$ cat src/rtl/dmem_pkg.sv
// rtl/dmem_pkg.sv - shared data-memory op encoding, arbiter states and access-fault helper
//
// Used by the arbiter and by the data memory so both agree on the op encoding.
//   mem_op_e     : LB..SW encoded 0..7; codes 5..7 are stores
//   arb_state_e  : arbiter transaction phases
//   op_is_store  : 1 for SB/SH/SW
//   access_fault : 1 when an access must not reach memory
package dmem_pkg;

  typedef enum logic [2:0] {
    OP_LB  = 3'd0,
    OP_LBU = 3'd1,
    OP_LH  = 3'd2,
    OP_LHU = 3'd3,
    OP_LW  = 3'd4,
    OP_SB  = 3'd5,
    OP_SH  = 3'd6,
    OP_SW  = 3'd7
  } mem_op_e;

  typedef enum logic [1:0] {
    ST_IDLE   = 2'd0,
    ST_ACCESS = 2'd1,
    ST_RESP   = 2'd2
  } arb_state_e;

  function automatic logic op_is_store(input logic [2:0] op);
    return (op == OP_SB) || (op == OP_SH) || (op == OP_SW);
  endfunction

  // Misaligned halfword/word, beyond the last byte of memory, or a store
  // flag that disagrees with the op direction.
  function automatic logic access_fault(input logic [2:0]  op,
                                        input logic        we,
                                        input logic [31:0] addr,
                                        input int unsigned mem_size);
    logic        misal;
    logic        oor;
    logic        mism;
    logic [33:0] limit;
    misal = 1'b0;
    case (mem_op_e'(op))
      OP_LH, OP_LHU, OP_SH: misal = addr[0];
      OP_LW, OP_SW:         misal = |addr[1:0];
      default:              misal = 1'b0;
    endcase
    limit = 34'(mem_size) << 2;
    oor   = ({2'b00, addr} >= limit);
    mism  = (we != op_is_store(op));
    return misal | oor | mism;
  endfunction

endpackage

$ cat src/rtl/rr_arbiter2.sv
// rtl/rr_arbiter2.sv - two-way round-robin grant selection
//
// Ports:
//   valid[1:0]  : request valids
//   last_grant  : index of the requester granted most recently
//   grant[1:0]  : one-hot grant (zero when nothing is valid)
module rr_arbiter2 (
  input  logic [1:0] valid,
  input  logic       last_grant,
  output logic [1:0] grant
);

  // Under contention the requester that did not win last time goes first.
  always_comb begin
    grant = 2'b00;
    if (valid[0] && (!valid[1] || last_grant)) begin
      grant = 2'b01;
    end else if (valid[1]) begin
      grant = 2'b10;
    end
  end

endmodule

$ cat src/rtl/dmem_arbiter.sv
// rtl/dmem_arbiter.sv - two-requester arbiter in front of a single-port data memory
//
// Ports:
//   clk, reset                       : clock, synchronous active-high reset
//   req_valid/req_ready[1:0]         : per-requester handshake (0 = core LSU, 1 = DMA/debug)
//   req_we[1:0], req_op0/1           : store flag and op code (mem_op_e)
//   req_addr0/1, req_wdata0/1        : byte address and store data
//   rsp_valid[1:0], rsp_rdata, rsp_err : one-cycle response to the granted requester
//   mem_read, mem_write              : one-cycle memory strobes
//   mem_addr, mem_fun3, mem_wdata    : latched request payload toward memory
//   mem_rdata                        : load data from memory, valid during the read strobe
import dmem_pkg::*;

module dmem_arbiter #(
  parameter int unsigned MEM_SIZE = 1024
) (
  input  logic        clk,
  input  logic        reset,
  input  logic [1:0]  req_valid,
  output logic [1:0]  req_ready,
  input  logic [1:0]  req_we,
  input  logic [2:0]  req_op0,
  input  logic [2:0]  req_op1,
  input  logic [31:0] req_addr0,
  input  logic [31:0] req_addr1,
  input  logic [31:0] req_wdata0,
  input  logic [31:0] req_wdata1,
  output logic [1:0]  rsp_valid,
  output logic [31:0] rsp_rdata,
  output logic        rsp_err,
  output logic        mem_read,
  output logic        mem_write,
  output logic [31:0] mem_addr,
  output logic [2:0]  mem_fun3,
  output logic [31:0] mem_wdata,
  input  logic [31:0] mem_rdata
);

  arb_state_e  state_q, state_d;
  logic        last_grant_q, last_grant_d;
  logic        idx_q, idx_d;
  logic        we_q, we_d;
  logic        fault_q, fault_d;
  logic [31:0] addr_q, addr_d;
  logic [2:0]  fun3_q, fun3_d;
  logic [31:0] wdata_q, wdata_d;
  logic [31:0] rsp_rdata_q, rsp_rdata_d;
  logic        rsp_err_q, rsp_err_d;

  logic [1:0]  grant;
  logic        sel_we;
  logic [2:0]  sel_op;
  logic [31:0] sel_addr;
  logic [31:0] sel_wdata;

  rr_arbiter2 u_rr (
    .valid      (req_valid),
    .last_grant (last_grant_q),
    .grant      (grant)
  );

  assign sel_we    = grant[1] ? req_we[1]  : req_we[0];
  assign sel_op    = grant[1] ? req_op1    : req_op0;
  assign sel_addr  = grant[1] ? req_addr1  : req_addr0;
  assign sel_wdata = grant[1] ? req_wdata1 : req_wdata0;

  always_comb begin
    state_d      = state_q;
    last_grant_d = last_grant_q;
    idx_d        = idx_q;
    we_d         = we_q;
    fault_d      = fault_q;
    addr_d       = addr_q;
    fun3_d       = fun3_q;
    wdata_d      = wdata_q;
    rsp_rdata_d  = rsp_rdata_q;
    rsp_err_d    = rsp_err_q;
    req_ready    = 2'b00;
    mem_read     = 1'b0;
    mem_write    = 1'b0;
    rsp_valid    = 2'b00;

    case (state_q)
      ST_IDLE: begin
        req_ready = grant;
        if (|grant) begin
          state_d      = ST_ACCESS;
          last_grant_d = grant[1];
          idx_d        = grant[1];
          we_d         = sel_we;
          fun3_d       = sel_op;
          addr_d       = sel_addr;
          wdata_d      = sel_wdata;
          // Fault decided once at grant so the access phase only gates strobes.
          fault_d      = access_fault(sel_op, sel_we, sel_addr, MEM_SIZE);
        end
      end
      ST_ACCESS: begin
        mem_read    = !fault_q && !we_q;
        mem_write   = !fault_q && we_q;
        rsp_err_d   = fault_q;
        rsp_rdata_d = (fault_q || we_q) ? 32'd0 : mem_rdata;
        state_d     = ST_RESP;
      end
      ST_RESP: begin
        rsp_valid = idx_q ? 2'b10 : 2'b01;
        state_d   = ST_IDLE;
      end
      default: begin
        state_d = ST_IDLE;
      end
    endcase
  end

  always_ff @(posedge clk) begin
    if (reset) begin
      state_q      <= ST_IDLE;
      last_grant_q <= 1'b1;
      idx_q        <= 1'b0;
      we_q         <= 1'b0;
      fault_q      <= 1'b0;
      addr_q       <= 32'd0;
      fun3_q       <= 3'd0;
      wdata_q      <= 32'd0;
      rsp_rdata_q  <= 32'd0;
      rsp_err_q    <= 1'b0;
    end else begin
      state_q      <= state_d;
      last_grant_q <= last_grant_d;
      idx_q        <= idx_d;
      we_q         <= we_d;
      fault_q      <= fault_d;
      addr_q       <= addr_d;
      fun3_q       <= fun3_d;
      wdata_q      <= wdata_d;
      rsp_rdata_q  <= rsp_rdata_d;
      rsp_err_q    <= rsp_err_d;
    end
  end

  assign mem_addr  = addr_q;
  assign mem_fun3  = fun3_q;
  assign mem_wdata = wdata_q;
  assign rsp_rdata = rsp_rdata_q;
  assign rsp_err   = rsp_err_q;

endmodule

$ cat config.mk
export PLATFORM = sky130hd
export DESIGN_NAME = dmem_arbiter
export DESIGN_NICKNAME = d
export VERILOG_FILES = /design/src/rtl/dmem_pkg.sv /design/src/rtl/rr_arbiter2.sv /design/src/rtl/dmem_arbiter.sv
export SDC_FILE = /design/constraint.sdc
export NUM_CORES = 1
export LEC_CHECK = 0
export BUFFER_PORTS_ARGS = -buffer_cell sky130_fd_sc_hd__buf_2
export CAP_MARGIN = 20
export CORE_MARGIN = 10
export CORE_UTILIZATION = 45
export CTS_CLUSTER_SIZE = 25
export DETAILED_ROUTE_END_ITERATION = 7
export MAX_ROUTING_LAYER = met4
export PLACE_DENSITY = 0.82
export RECOVER_POWER = 25
export SLEW_MARGIN = 20
export SYNTH_ARGS = -nofsm -noshare
export SYNTH_HDL_FRONTEND = slang
export SYNTH_SLANG_ARGS = --single-unit
$ cat constraint.sdc
create_clock -name clk -period 2.8 [get_ports clk]
set_clock_uncertainty 0.15 [all_clocks]
set_input_delay 0.42 -clock clk [delete_from_list [all_inputs] [get_ports clk]]
set_output_delay 0.42 -clock clk [all_outputs]
set_load 0.005 [all_outputs]
==> results of run 1 <==
-- worst max-delay path: stages, from the launching register on --
cell	delay [ns]
sky130_fd_sc_hd__dfxtp_1	0.34
sky130_fd_sc_hd__nand2b_1	0.24
sky130_fd_sc_hd__nor3_4	0.14
sky130_fd_sc_hd__buf_4	0.33
sky130_fd_sc_hd__buf_2	0.18
-- cells in the final DEF, fill, tap and decap left out, types with 2 or more instances in the layout --
cell,netlist,routed
sky130_fd_sc_hd__mux2i_1,69,69
sky130_fd_sc_hd__buf_4,1,5
sky130_fd_sc_hd__xnor2_1,3,3
sky130_fd_sc_hd__a211oi_1,58,58
sky130_fd_sc_hd__nor2_1,108,108
sky130_fd_sc_hd__nor4_1,8,8
sky130_fd_sc_hd__clkbuf_8,0,10
sky130_fd_sc_hd__a311oi_1,3,3
sky130_fd_sc_hd__clkinv_4,0,2
sky130_fd_sc_hd__clkbuf_1,14,46
sky130_fd_sc_hd__nand2_1,3,3
sky130_fd_sc_hd__a22oi_1,32,32
sky130_fd_sc_hd__o21ai_0,6,6
sky130_fd_sc_hd__nor3b_1,2,2
sky130_fd_sc_hd__a211oi_2,10,10
sky130_fd_sc_hd__a21oi_1,2,2
sky130_fd_sc_hd__inv_6,0,2
sky130_fd_sc_hd__dfxtp_1,106,106
sky130_fd_sc_hd__buf_2,18,229
sky130_fd_sc_hd__buf_12,5,3
-- cell families (layout without fill, tap and decap cells) --
family                    Yosys count  after routing  share of synthesized area
buffers and inverters              43            301                     0.0633
other                               0              1                          0
xor gates and xnor gates            4              4                    0.00760
DFF                               106            106                      0.460
muxes                              69             69                      0.150
and+or+nand+nor                   129            129                      0.119
AOI/OAI and AO/OA                 117            117                      0.200
-- stage by stage --
step                      setup WS, ns  total power [mW]   util
final                            0.633              3.41  0.619
after global routing             0.498              3.60  0.619
after CTS                        0.614              3.46  0.624
after detailed placement         0.837              2.58  0.606
after global placement           0.876              2.55  0.606
after floorplan                   1.20              2.22      -
-- final timing paths --
check                  endpoint  cells past startpoint          start  slack [ns]
hold reg to reg   mem_wdata[25]                      2  mem_wdata[25]        0.35
hold / removal    rsp_rdata[27]                      3  mem_rdata[27]        0.13
setup reg to reg        fault_q                      5     state_q[1]        0.97
setup / recovery       mem_read                      4     state_q[1]        0.63
-- layout make-up --
cell class                      count  area, sq um
Tap cell                          133          166
Multi-Input combinational cell    319         2200
Fill cell                         881         3760
Antenna cell                        1         2.50
Sequential cell                   106         2120
Inverter                            1         3.75
Clock inverter                      6         47.5
Timing Repair Buffer              284         1420
Clock buffer                       10          138
-- where the power goes --
part	total, mW	switching, mW	internal [mW]
registers	1.73	0.0773	1.65
logic	0.791	0.430	0.361
clock network	0.893	0.536	0.356
-- state kept, by name, summed over array words and instances (netlist names) --
register	count
idx_q	1
fault_q	1
rsp_err	1
mem_fun3	3
mem_addr	32
rsp_rdata	32
we_q	1
mem_wdata	32
last_grant_q	1
state_q	2
-- per-layer routing --
metal  share of wire  up-vias  global-route usage
met5               0        -                   -
met4           0.024        0              0.0775
met3           0.093       31              0.0670
met2            0.49      213               0.350
met1            0.39     2075               0.231
li1                -     2218                   -
==> flow_results.org, run 1 <==
** Synth
- In this run the cell area of the synthesized design comes to between 0.004 and 0.005 sq mm.
- Of the synthesized area, sequential elements account for 0.460.
- Mean instance size in the synthesized netlist :: ~10 sq um
- Primary FF master, synth :: sky130_fd_sc_hd__dfxtp_1
- Cell taking the most area after synthesis :: sky130_fd_sc_hd__dfxtp_1
- Net count after synthesis :: 640
- In this run, distinct cell masters in the synthesized netlist total 37.
- By area the synthesized netlist is led by sky130_fd_sc_hd__dfxtp_1, sky130_fd_sc_hd__mux2i_1, sky130_fd_sc_hd__a211oi_1, sky130_fd_sc_hd__nor2_1, sky130_fd_sc_hd__a22oi_1.
- Most instantiated cells after synthesis :: sky130_fd_sc_hd__nor2_1, sky130_fd_sc_hd__dfxtp_1, sky130_fd_sc_hd__mux2i_1
- Area share of the largest cell type after synthesis :: 0.460
- The synthesized design contains ~110 register bits.
- Count of synthesis-stage warnings from yosys :: 0
- Gate count of the mapped netlist :: approximately 470
- Number of enable flip-flop cells after synthesis :: 0
- Most common cell in the synthesized netlist :: sky130_fd_sc_hd__nor2_1
- Synth async-reset ratio :: 0

** Detailed routing
- In the routed layout, each cell is associated on average with a via count of between 5 and 6.
- Summed over all layers, the routed wires come to approximately 16000 um.
- Number of design rule violations left after detail routing :: 0
- For this run, the detailed router's first-pass iteration total came to 6.
- Remaining number of nets flagged by the antenna check after routing :: 0
- WL/cell :: 18.5 um
- In this run, the number of DRC markers left after iteration 0 of detailed routing was about 230.
- The routed layout has between 4000 and 5000 vias.

** Power and ir drop
- Power density relative to cell area :: about 560 mW/mm^2
- The analysis attributes to cell leakage a power of between 2 and 3 nW.
- Largest voltage drop on the vdd net :: 0.330 mV

** Global routing
- First-pass GRT wire length :: ~24000 um
- Total routing resource utilization after global routing :: 0.210
- The total overflow left after global routing is 0.
- Entering global routing, the biggest net connects around 90 pins.
- Vias in the first global route :: ~4700
- Initial antenna violation count :: 1

** Clocking
- The clock net in this run drives a total of around 110 sinks.
- Clock-pin slew was measured on the worst setup and hold paths at about 0.11 ns.
- For the worst-skew pair, the clock arrives at the later sink with an insertion delay of approximately 0.35 ns.
- After clock tree synthesis, the flow added hold-fix buffers numbering 0.
- CTS placed an instance of sky130_fd_sc_hd__clkbuf_8 at the clock tree root.
- Maximum buffer depth of the clock tree :: 2
- TritonCTS created 9 clock buffers.
- In this run the post-CTS setup repair buffer count came out at 0.
- TritonCTS clock tree :: built
- The H-tree was split into 3 levels.
- Gates resized during post-CTS repair numbered 0.

** STA
- Derived from the worst setup path, the maximum achievable clock frequency is 461 MHz.
- Count of final setup violators :: 0
- The total count of hold-check failures in the final report is 0.
- For the pin with the worst max-slew slack, the measured transition is ~0.6 ns.
- Of the available clock period, the critical path in the final layout requires 0.774.
- The worst pin sits at a relative slew slack of 0.586.
- Setup repair after global routing missed its margin :: no
- Final slew viol count :: 0
- Final setup TNS :: 0 ns
- The routed design could run at a clock period as short as 2.17 ns.
- Final hold analysis gives a worst-case slack of 0.132 ns.

** Layout
- In the final layout, the share of cells above drive strength 1 is 0.366.
- Number of standard cells in the layout, taps in and fillers out :: 860
- The area growth from synthesis to layout is 32.4%.
- Nets :: between 800 and 900
- Design area :: 0.00610 sq mm

** Die
- In this run the core area contains 36 standard-cell rows.
- Chip width :: roughly 120 um
- The floorplan step defined a core boundary enclosing a little under 0.01 sq mm.
- For this configuration, the core starts out at a cell density of 0.467.
- Chip height :: approximately 120 um
- Area enclosed by the die boundary :: roughly 0.015 sq mm
- Pin placement for this block handled approximately 280 I/O pins.

** Run
- Maximum Capacitance Violations :: 0

** Critical path
- Data arrival at the endpoint of the critical path :: about 1.6 ns
- WP data required :: about 2.2 ns
- Path type of the worst setup path :: register to primary output
- Type of element launching the critical path :: register
- STA classifies the critical path endpoint as a primary output.
- Along the worst path, the maximum fanout reaches 33.

** Place
- I/O Buffers :: 277
- Final RePlAce weighted congestion :: between 0.8 and 0.9
- Post-Place Cell Area :: 0.00597 sq mm
- Estimated wirelength of the detail-placed design :: 12600 um
- In this run, placement finished with an instance count of 843.

** Run status
- The run finished with clean final reports.

** Min path
- Type of the worst min-delay path :: input pin to register
Note: power is estimated with default switching activity, not from simulation.
==> inputs of run 2 (changes only) <==
--- a/config.mk
+++ b/config.mk
@@ -8,11 +8,11 @@
 export BUFFER_PORTS_ARGS = -buffer_cell sky130_fd_sc_hd__buf_2
 export CAP_MARGIN = 20
 export CORE_MARGIN = 10
-export CORE_UTILIZATION = 45
+export CORE_UTILIZATION = 43
 export CTS_CLUSTER_SIZE = 25
 export DETAILED_ROUTE_END_ITERATION = 7
 export MAX_ROUTING_LAYER = met4
-export PLACE_DENSITY = 0.82
+export PLACE_DENSITY = 0.79
 export RECOVER_POWER = 25
 export SLEW_MARGIN = 20
 export SYNTH_ARGS = -nofsm -noshare
==> constraint.sdc (replaced) <==
create_clock -name clk -period 2 [get_ports clk]
set_clock_uncertainty 0.15 [all_clocks]
set_input_delay 0.3 -clock clk [delete_from_list [all_inputs] [get_ports clk]]
set_output_delay 0.3 -clock clk [all_outputs]
set_load 0.005 [all_outputs]
==> run 2 against run 1 <==
Net effect:
- non-clock buffer count increased by 15
- critical path depth unchanged
- cell area increased by 2.5%
- sequential power increased by 40%
- count of clock-buffer cells in the layout rose by 1
- worst setup slack worse by 0.50 ns
- power increased by 40%
- via count increased by 0.46%
- sequential cell count did not move
- register-to-register slack got worse by 0.67 ns
- die area grew 3.9%
- critical endpoint unchanged
- wire length rose by 0.69%
==> flow_results.org, run 2 (same netlist as run 1, synthesis figures left out) <==
** Die
- The top-level I/O count is 278 (unchanged).
- Area enclosed by the die boundary :: 0.0153 sq mm (+3.9%)
- CORE AREA :: 0.0104 sq mm (+5.1%)
- The starting density of the core was 0.444 (-0.0228).
- FP Rows :: 37 (+2.8%)
- The die extent in y is 124 um (+1.9%).
- The die extent in x came to 124 um (+1.9%).

** Clocking
- TritonCTS clock tree :: built
- Max H-tree Level :: 3 (unchanged)
- Maximum buffer depth of the clock tree :: 2 (unchanged)
- In this run the clock root is driven by a sky130_fd_sc_hd__clkbuf_8.
- The sink count of the clock tree was 106 (unchanged).
- Inserted Clock Buffers :: 9 (unchanged)
- The source-to-sink clock delay at the later pin of the worst-skew pair came to 0.36 ns (about the same).
- Clock transition at path regs :: 0.10 ns (about the same)

** Power and ir drop
- The static leakage is 2.85 nW (+2.7%).
- The total chip power was 4.76 mW (+40%).
- Largest voltage drop on the vdd net :: 0.448 mV (+35%)
- The total power per unit cell area was 762 mW/mm^2 (+36%).

** STA
- Setup repair after global routing missed its margin :: no
- In the finished design, the share of the clock period the worst path needs comes to 0.935.
- Min Tclk post-route :: approximately 1.9 ns
- The setup TNS after final layout is 0 ns (unchanged).
- The headroom to the max-slew limit is 0.557 (-0.0282).
- Derived from the worst setup path, the maximum achievable clock frequency is around 530 MHz.
- The slew at the pin with the worst max-slew slack is 0.664 ns (+0.0488 ns).
- Count of final setup violators :: 0 (unchanged)
- Final slew viol count :: 0 (unchanged)
- Count of endpoints failing hold in the final timing report :: 0 (unchanged)
- The slack of the critical path came to 0.130 ns (-0.503 ns).

** Critical path
- The maximum fanout along the worst path came to 6 (-82%).
- Buffers and inverters on the worst path :: 2 (unchanged)
- The signal on the critical path passes through nand2b_2 > nor3_4 > buf_12 > buf_2.
- Delay of the slowest cell on the worst path :: 0.33 ns (about the same)
- Terminus of the critical flop-to-flop path :: mem_wdata[23]
- WP data required :: 1.55 ns (-0.68 ns)
- The signal arrival time at the worst endpoint was 1.42 ns (-0.18 ns).
- STA classifies the critical path endpoint as a primary output.
- On the critical path, the stage with the largest delay is an instance of sky130_fd_sc_hd__dfxtp_1.
- Number of cells on the worst reg-to-reg path :: 5 (unchanged)
- Path type of the worst setup path :: register to primary output
- Crit-path leading delay family :: simple AND/OR/NAND/NOR gates
- The worst setup slack for register-to-register paths came to 0.30 ns (-0.67 ns).
- STA classifies the critical path startpoint as a register.
- Launching point of the worst reg2reg path :: last_grant_q

** Layout
- Antenna diode count :: 0 (-1)
- The net total in the final layout is 908 (+1.7%).
- Layout-stage area growth over the synthesis result :: 35.7%
- Most common cell after layout, fill and taps aside :: sky130_fd_sc_hd__buf_2
- Layout cell share with drive strength beyond 1 :: 0.376 (+0.00928)
- The fraction of the core area covered by cells at the end of the flow came to 0.603 (-0.0156).
- FILL cells :: 936 (+6.2%)
- Commonest cells after routing, fill and taps aside :: sky130_fd_sc_hd__buf_2, sky130_fd_sc_hd__nor2_1, sky130_fd_sc_hd__dfxtp_1

** Detailed routing
- The wire length reported by the detailed router came to 16000 um (+0.69%).
- Remaining number of nets flagged by the antenna check after routing :: 0 (unchanged)
- WL/cell :: 18.3 um (-1.2%)
- The detailed-route vias per instance came to 5.20 (-1.4%).
- The count of routing violations after the opening detailed-route iteration came to 250 (+9.2%).
- Vias post-DR :: 4558 (+0.46%)
- Number of design rule violations left after detail routing :: 0 (unchanged)
- The number of iterations in the first detailed-routing pass is 4 (-2).

** Global routing
- The leftover overflow at the end of global routing is 0 (unchanged).
- First-pass GRT wire length :: 23600 um (-3.0%)
- The pin count of the biggest net entering global routing is 87 (-4.4%).
- The overall routing resource usage is 0.199 (-0.0113).
- Initial antenna violation count :: 0 (-1)
- Vias in the first global route :: 4627 (-2.0%)

** Min path
- Endpoint of the worst hold-timing path :: rsp_rdata[6]
- Cell depth of the worst hold path :: 3 (unchanged)
- Worst hold start :: mem_rdata[6]
- The tightest min-delay check is of the input pin to register type.

** Run
- Maximum Capacitance Violations :: 0 (unchanged)

** Run status
- The flow ran to the end, and the final reports show no timing, DRC or antenna violations.

** Place
- Worst setup slack before clock tree synthesis :: 0.0975 ns (-0.740 ns)
- Final RePlAce weighted congestion :: 0.935 (+6.1%)
- The half-perimeter wire length of the detailed placement result was 12700 um (+0.36%).
- I/O Buffers :: 277 (unchanged)
run 2: changes by cell type in the layout (fill, tap and decap cells not counted):
| cell | previous run | this run |
|---|---|---|
| sky130_fd_sc_hd__clkbuf_2 | 0 | 1 |
| sky130_fd_sc_hd__clkinv_4 | 2 | 1 |
| sky130_fd_sc_hd__buf_4 | 5 | 15 |
| sky130_fd_sc_hd__clkbuf_1 | 46 | 49 |
| sky130_fd_sc_hd__diode_2 | 1 | 0 |
| sky130_fd_sc_hd__buf_2 | 229 | 227 |
| sky130_fd_sc_hd__nand2b_2 | 0 | 1 |
| sky130_fd_sc_hd__clkinvlp_4 | 1 | 2 |
| sky130_fd_sc_hd__nand2b_1 | 1 | 0 |
| sky130_fd_sc_hd__clkbuf_16 | 0 | 1 |
| sky130_fd_sc_hd__inv_6 | 2 | 0 |
| sky130_fd_sc_hd__buf_12 | 3 | 6 |
run 2: layout make-up:
| type | instances | area (sq um) | area share |
|---|---|---|---|
| inverters | 1 | 3.75 | 0.000600 |
| repair buffers | 299 | 1580 | 0.253 |
| flip-flops and latches | 106 | 2120 | 0.339 |
| multi-input cells | 319 | 2200 | 0.353 |
| well taps | 136 | 170 | 0.0272 |
| clock inverters | 4 | 28.8 | 0.00460 |
| clock buffers | 11 | 141 | 0.0226 |
run 2: worst min-delay path, stage by stage:
cell and delay, ns:
sky130_fd_sc_hd__buf_2 0.08, sky130_fd_sc_hd__a22oi_1 0.05, sky130_fd_sc_hd__nor2_1 0.07
run 2: layer usage:
metal  up-vias  global-route usage  share of wire
li1       2242                   -              -
met1      2076               0.220           0.39
met2       218               0.336           0.50
met3        22              0.0652          0.098
met4         0              0.0568          0.013
met5         -                   -              0
run 2: worst max-delay path by stage:
stage	cells after the start	slack [ns]	end	startpoint
floorplan	4	0.52	mem_write	state_q[1]
CTS	4	0.02	mem_read	state_q[1]
global placement	6	0.18	fault_q	req_valid[1]
global route	4	0.05	mem_read	state_q[1]
finish	4	0.13	mem_read	state_q[1]
detailed placement	5	0.1	mem_wdata[23]	req_valid[1]
run 2: stage by stage:
| stage | hold WS [ns] | std cells | cell area (sq um) |
|---|---|---|---|
| floorplan | 0.298 | 468 | 4610 |
| global placement | 0.329 | 853 | 6050 |
| detailed placement | 0.338 | 853 | 6050 |
| CTS | 0.00496 | 869 | 6240 |
| global route | 0.0143 | 876 | 6250 |
| finish | 0.0208 | 876 | 6250 |
run 2: power by group:
group	internal (mW)	switching, mW	total [mW]
registers	2.31	0.110	2.42
logic	0.551	0.611	1.16
clock network	0.481	0.697	1.18
total	3.35	1.42	4.76
run 2: repair_timing:
action | 4_1_cts | 5_1_grt
resized for setup | 1 | 3
hold buffers | 0 | 0
endpoints found under the setup margin | 2 | 1
pin swaps | 1 | 1
setup buffers | 1 | 6
gates cloned | 0 | 1
==> inputs of run 3 (changes only) <==
--- a/config.mk
+++ b/config.mk
@@ -12,7 +12,7 @@
 export CTS_CLUSTER_SIZE = 25
 export DETAILED_ROUTE_END_ITERATION = 7
 export MAX_ROUTING_LAYER = met4
-export PLACE_DENSITY = 0.79
+export PLACE_DENSITY = 0.78
 export RECOVER_POWER = 25
 export SLEW_MARGIN = 20
 export SYNTH_ARGS = -nofsm -noshare
==> run 3 against run 2 <==
Net effect:
- via count increased by 3.1%
- highest routed layer unchanged
- count of clock-buffer cells in the layout shrank 1
- largest cell class unchanged
- cell area rose by 2.3%
==> flow_results.org, run 3 (same netlist as run 1, synthesis figures left out) <==
** Clocking
- TritonCTS clock tree :: built
- Max H-tree Level :: 3 (unchanged)
- The clock transition at the registers of the reported paths is 0.10 ns (about the same).
- The number of buffers created by CTS was 9 (unchanged).
- The hold buffer count at CTS came to 0 (unchanged).
- Clock root buffer :: sky130_fd_sc_hd__clkbuf_8
- The source-to-sink clock delay at the later pin of the worst-skew pair was 0.36 ns (about the same).
- The number of buffers on the longest clock path is 2 (unchanged).
- Clock Sink Count :: 106 (unchanged)

** STA
- Fmax :: 527 MHz (-1.5%)
- Worst Tran Pin Value :: 0.471 ns (-0.193 ns)
- The setup TNS after final layout came to 0 ns (unchanged).
- The final worst-path cycle share is 0.949 (+0.0140).
- Final slew viol count :: 0 (unchanged)
- Worst setup slack after layout :: 0.102 ns (-0.0280 ns)
- Count of final setup violators :: 0 (unchanged)
- Setup repair after global routing left no endpoint under its margin.
- Count of endpoints failing hold in the final timing report :: 0 (unchanged)
- The minimum period implied by the final worst setup slack came to 1.90 ns (+0.0280 ns).
- The headroom to the max-slew limit is 0.686 (+0.129).

** Global routing
- First-pass GRT wire length :: 24700 um (+4.9%)
- Total routing resource utilization after global routing :: 0.209 (+0.0103)
- Total congestion overflow after global routing :: 0 (unchanged)
- Vias in the first global route :: 4885 (+5.6%)
- Initial antenna violation count :: 3 (+3)
- The pin count of the biggest net entering global routing was 52 (-40%).

** Power and ir drop
- The total power per unit cell area is 803 mW/mm^2 (+5.4%).
- The worst vdd rail ir drop is 0.497 mV (+11%).
- The total chip power came to 5.13 mW (+7.8%).
- Leakage power figure :: 2.93 nW (+2.8%)

** Die
- The die extent in x came to 124 um (unchanged).
- The starting density of the core is 0.444 (unchanged).
- CORE AREA :: 0.0104 sq mm (unchanged)
- The die extent in y was 124 um (unchanged).
- Area enclosed by the die boundary :: 0.0153 sq mm (unchanged)
- # IOs :: 278 (unchanged)
- FP Rows :: 37 (unchanged)

** Detailed routing
- Detailed-route vias per instance :: 5.29 (+1.6%)
- Drt pass-1 iters :: 4 (unchanged)
- WL/cell :: 18.9 um (+3.2%)
- The count of routing violations after the opening detailed-route iteration is 252 (+0.80%).
- Vias post-DR :: 4701 (+3.1%)
- The wire length reported by the detailed router came to 16800 um (+4.7%).
- The remaining antenna violation count is 0 (unchanged).
- Number of design rule violations left after detail routing :: 0 (unchanged)

** Critical path
- The maximum fanout along the worst path came to 11 (+5).
- End point of the critical path :: mem_read
- Worst setup startpoint :: state_q[1]
- Traced cell by cell, the critical path runs through nand2b_2 > nor3_4 > buf_12 > buf_2.
- Type of element launching the critical path :: register
- Buffers and inverters on the worst path :: 2 (unchanged)
- Number of cells on the worst reg-to-reg path :: 5 (unchanged)
- The path length in cells of the critical path is 4 (unchanged).
- Path type of the worst setup path :: register to primary output
- On the critical path, the stage with the largest delay is an instance of sky130_fd_sc_hd__dfxtp_1.
- On the critical path the largest part of the delay comes from simple AND/OR/NAND/NOR gates.
- The largest incremental delay on the critical path came to 0.34 ns (about the same).
- The worst setup slack for register-to-register paths is 0.20 ns (-0.10 ns).
- Terminus of the critical flop-to-flop path :: mem_addr[5]
- The startpoint identified for the worst register-to-register timing path is state_q[0].
- Data arrival at the endpoint of the critical path :: 1.45 ns (+0.03 ns)
- WP data required :: 1.55 ns (about the same)
- Type of destination of the critical path :: primary output

** Min path
- In this run the worst hold path is classified as input pin to register.
- Worst hold start :: mem_rdata[22]

** Layout
- The share of layout cells above drive strength 1 came to 0.383 (+0.00750).
- Design area :: 0.00640 sq mm (+2.3%)
- Total area of multi-input combinational cells :: 0.00220 sq mm (unchanged)
- Area taken by flip-flops and latches :: 0.00212 sq mm (unchanged)
- Nets :: 916 (+0.88%)
- In the layout the commonest cells are sky130_fd_sc_hd__buf_2, sky130_fd_sc_hd__nor2_1, sky130_fd_sc_hd__dfxtp_1.
- The count of filler cells inserted in the layout came to 911 (-2.7%).
- Most common cell after layout, fill and taps aside :: sky130_fd_sc_hd__buf_2
- The area growth from synthesis to layout is 38.8%.

** Place
- Worst setup slack before clock tree synthesis :: 0.200 ns (+0.102 ns)
- The number of buffer cells added on primary ports was 277 (unchanged).
- Estimated wirelength of the detail-placed design :: 13300 um (+4.6%)
- The final estimated routing congestion in global placement was 0.953 (+2.0%).
- Post-Place Cell Area :: 0.00614 sq mm (+1.4%)

** Run status
- Run status :: finished clean

** Run
- The max-cap check violation count is 0 (unchanged).
[run 3: stage by stage]
step                      std cells   util  hold WS [ns]
after CTS                       879  0.615       0.00316
after floorplan                 468      -         0.298
final                           889  0.617        0.0191
after detailed placement        863  0.592         0.338
after global placement          863  0.592         0.330
after global routing            888  0.617        0.0113
[run 3: worst register-to-register path: cells and delay by family, from the launching register on]
kind                   cells  cell delay (ns)
buffers and inverters      1             0.27
AOI/OAI and AO/OA          2             0.58
and+or+nand+nor            2             0.36
DFF                        1             0.35
[run 3: cell type report]
type	count	share of cell area
Antenna cell	4	0.00156
Clock buffer	10	0.0215
Clock inverter	6	0.0149
Inverter	1	0.000587
Multi-Input combinational cell	319	0.345
Sequential cell	106	0.332
Tap cell	136	0.0266
Timing Repair Buffer	307	0.259
[run 3: metal layers]
layer | GRT usage | vias up | wire (um)
li1 | - | 2263 | -
met4 | 0.0771 | 0 | 367
met3 | 0.0684 | 26 | 1680
met1 | 0.225 | 2195 | 6490
met2 | 0.354 | 217 | 8240
met5 | - | - | 0
[run 3: how the worst min path moves through the flow]
stage / endpoint / cells after the start
after floorplan: rsp_rdata[0] / 2
after global routing: rsp_rdata[5] / 3
final: rsp_rdata[22] / 3
after global placement: rsp_err / 2
after CTS: rsp_rdata[6] / 3
after detailed placement: mem_wdata[3] / 2
[run 3: what timing repair did]
item                                    in CTS  in global routing
endpoints found under the setup margin       1                  1
setup buffers                                0                  5
resized for setup                            1                  3
gates cloned                                 0                  1
pin swaps                                    0                  1
[run 3: power breakdown]
group / switching, mW / internal, mW
combinational: 0.632 / 0.570
clock: 0.754 / 0.754
sequential: 0.110 / 2.31
total: 1.50 / 3.64
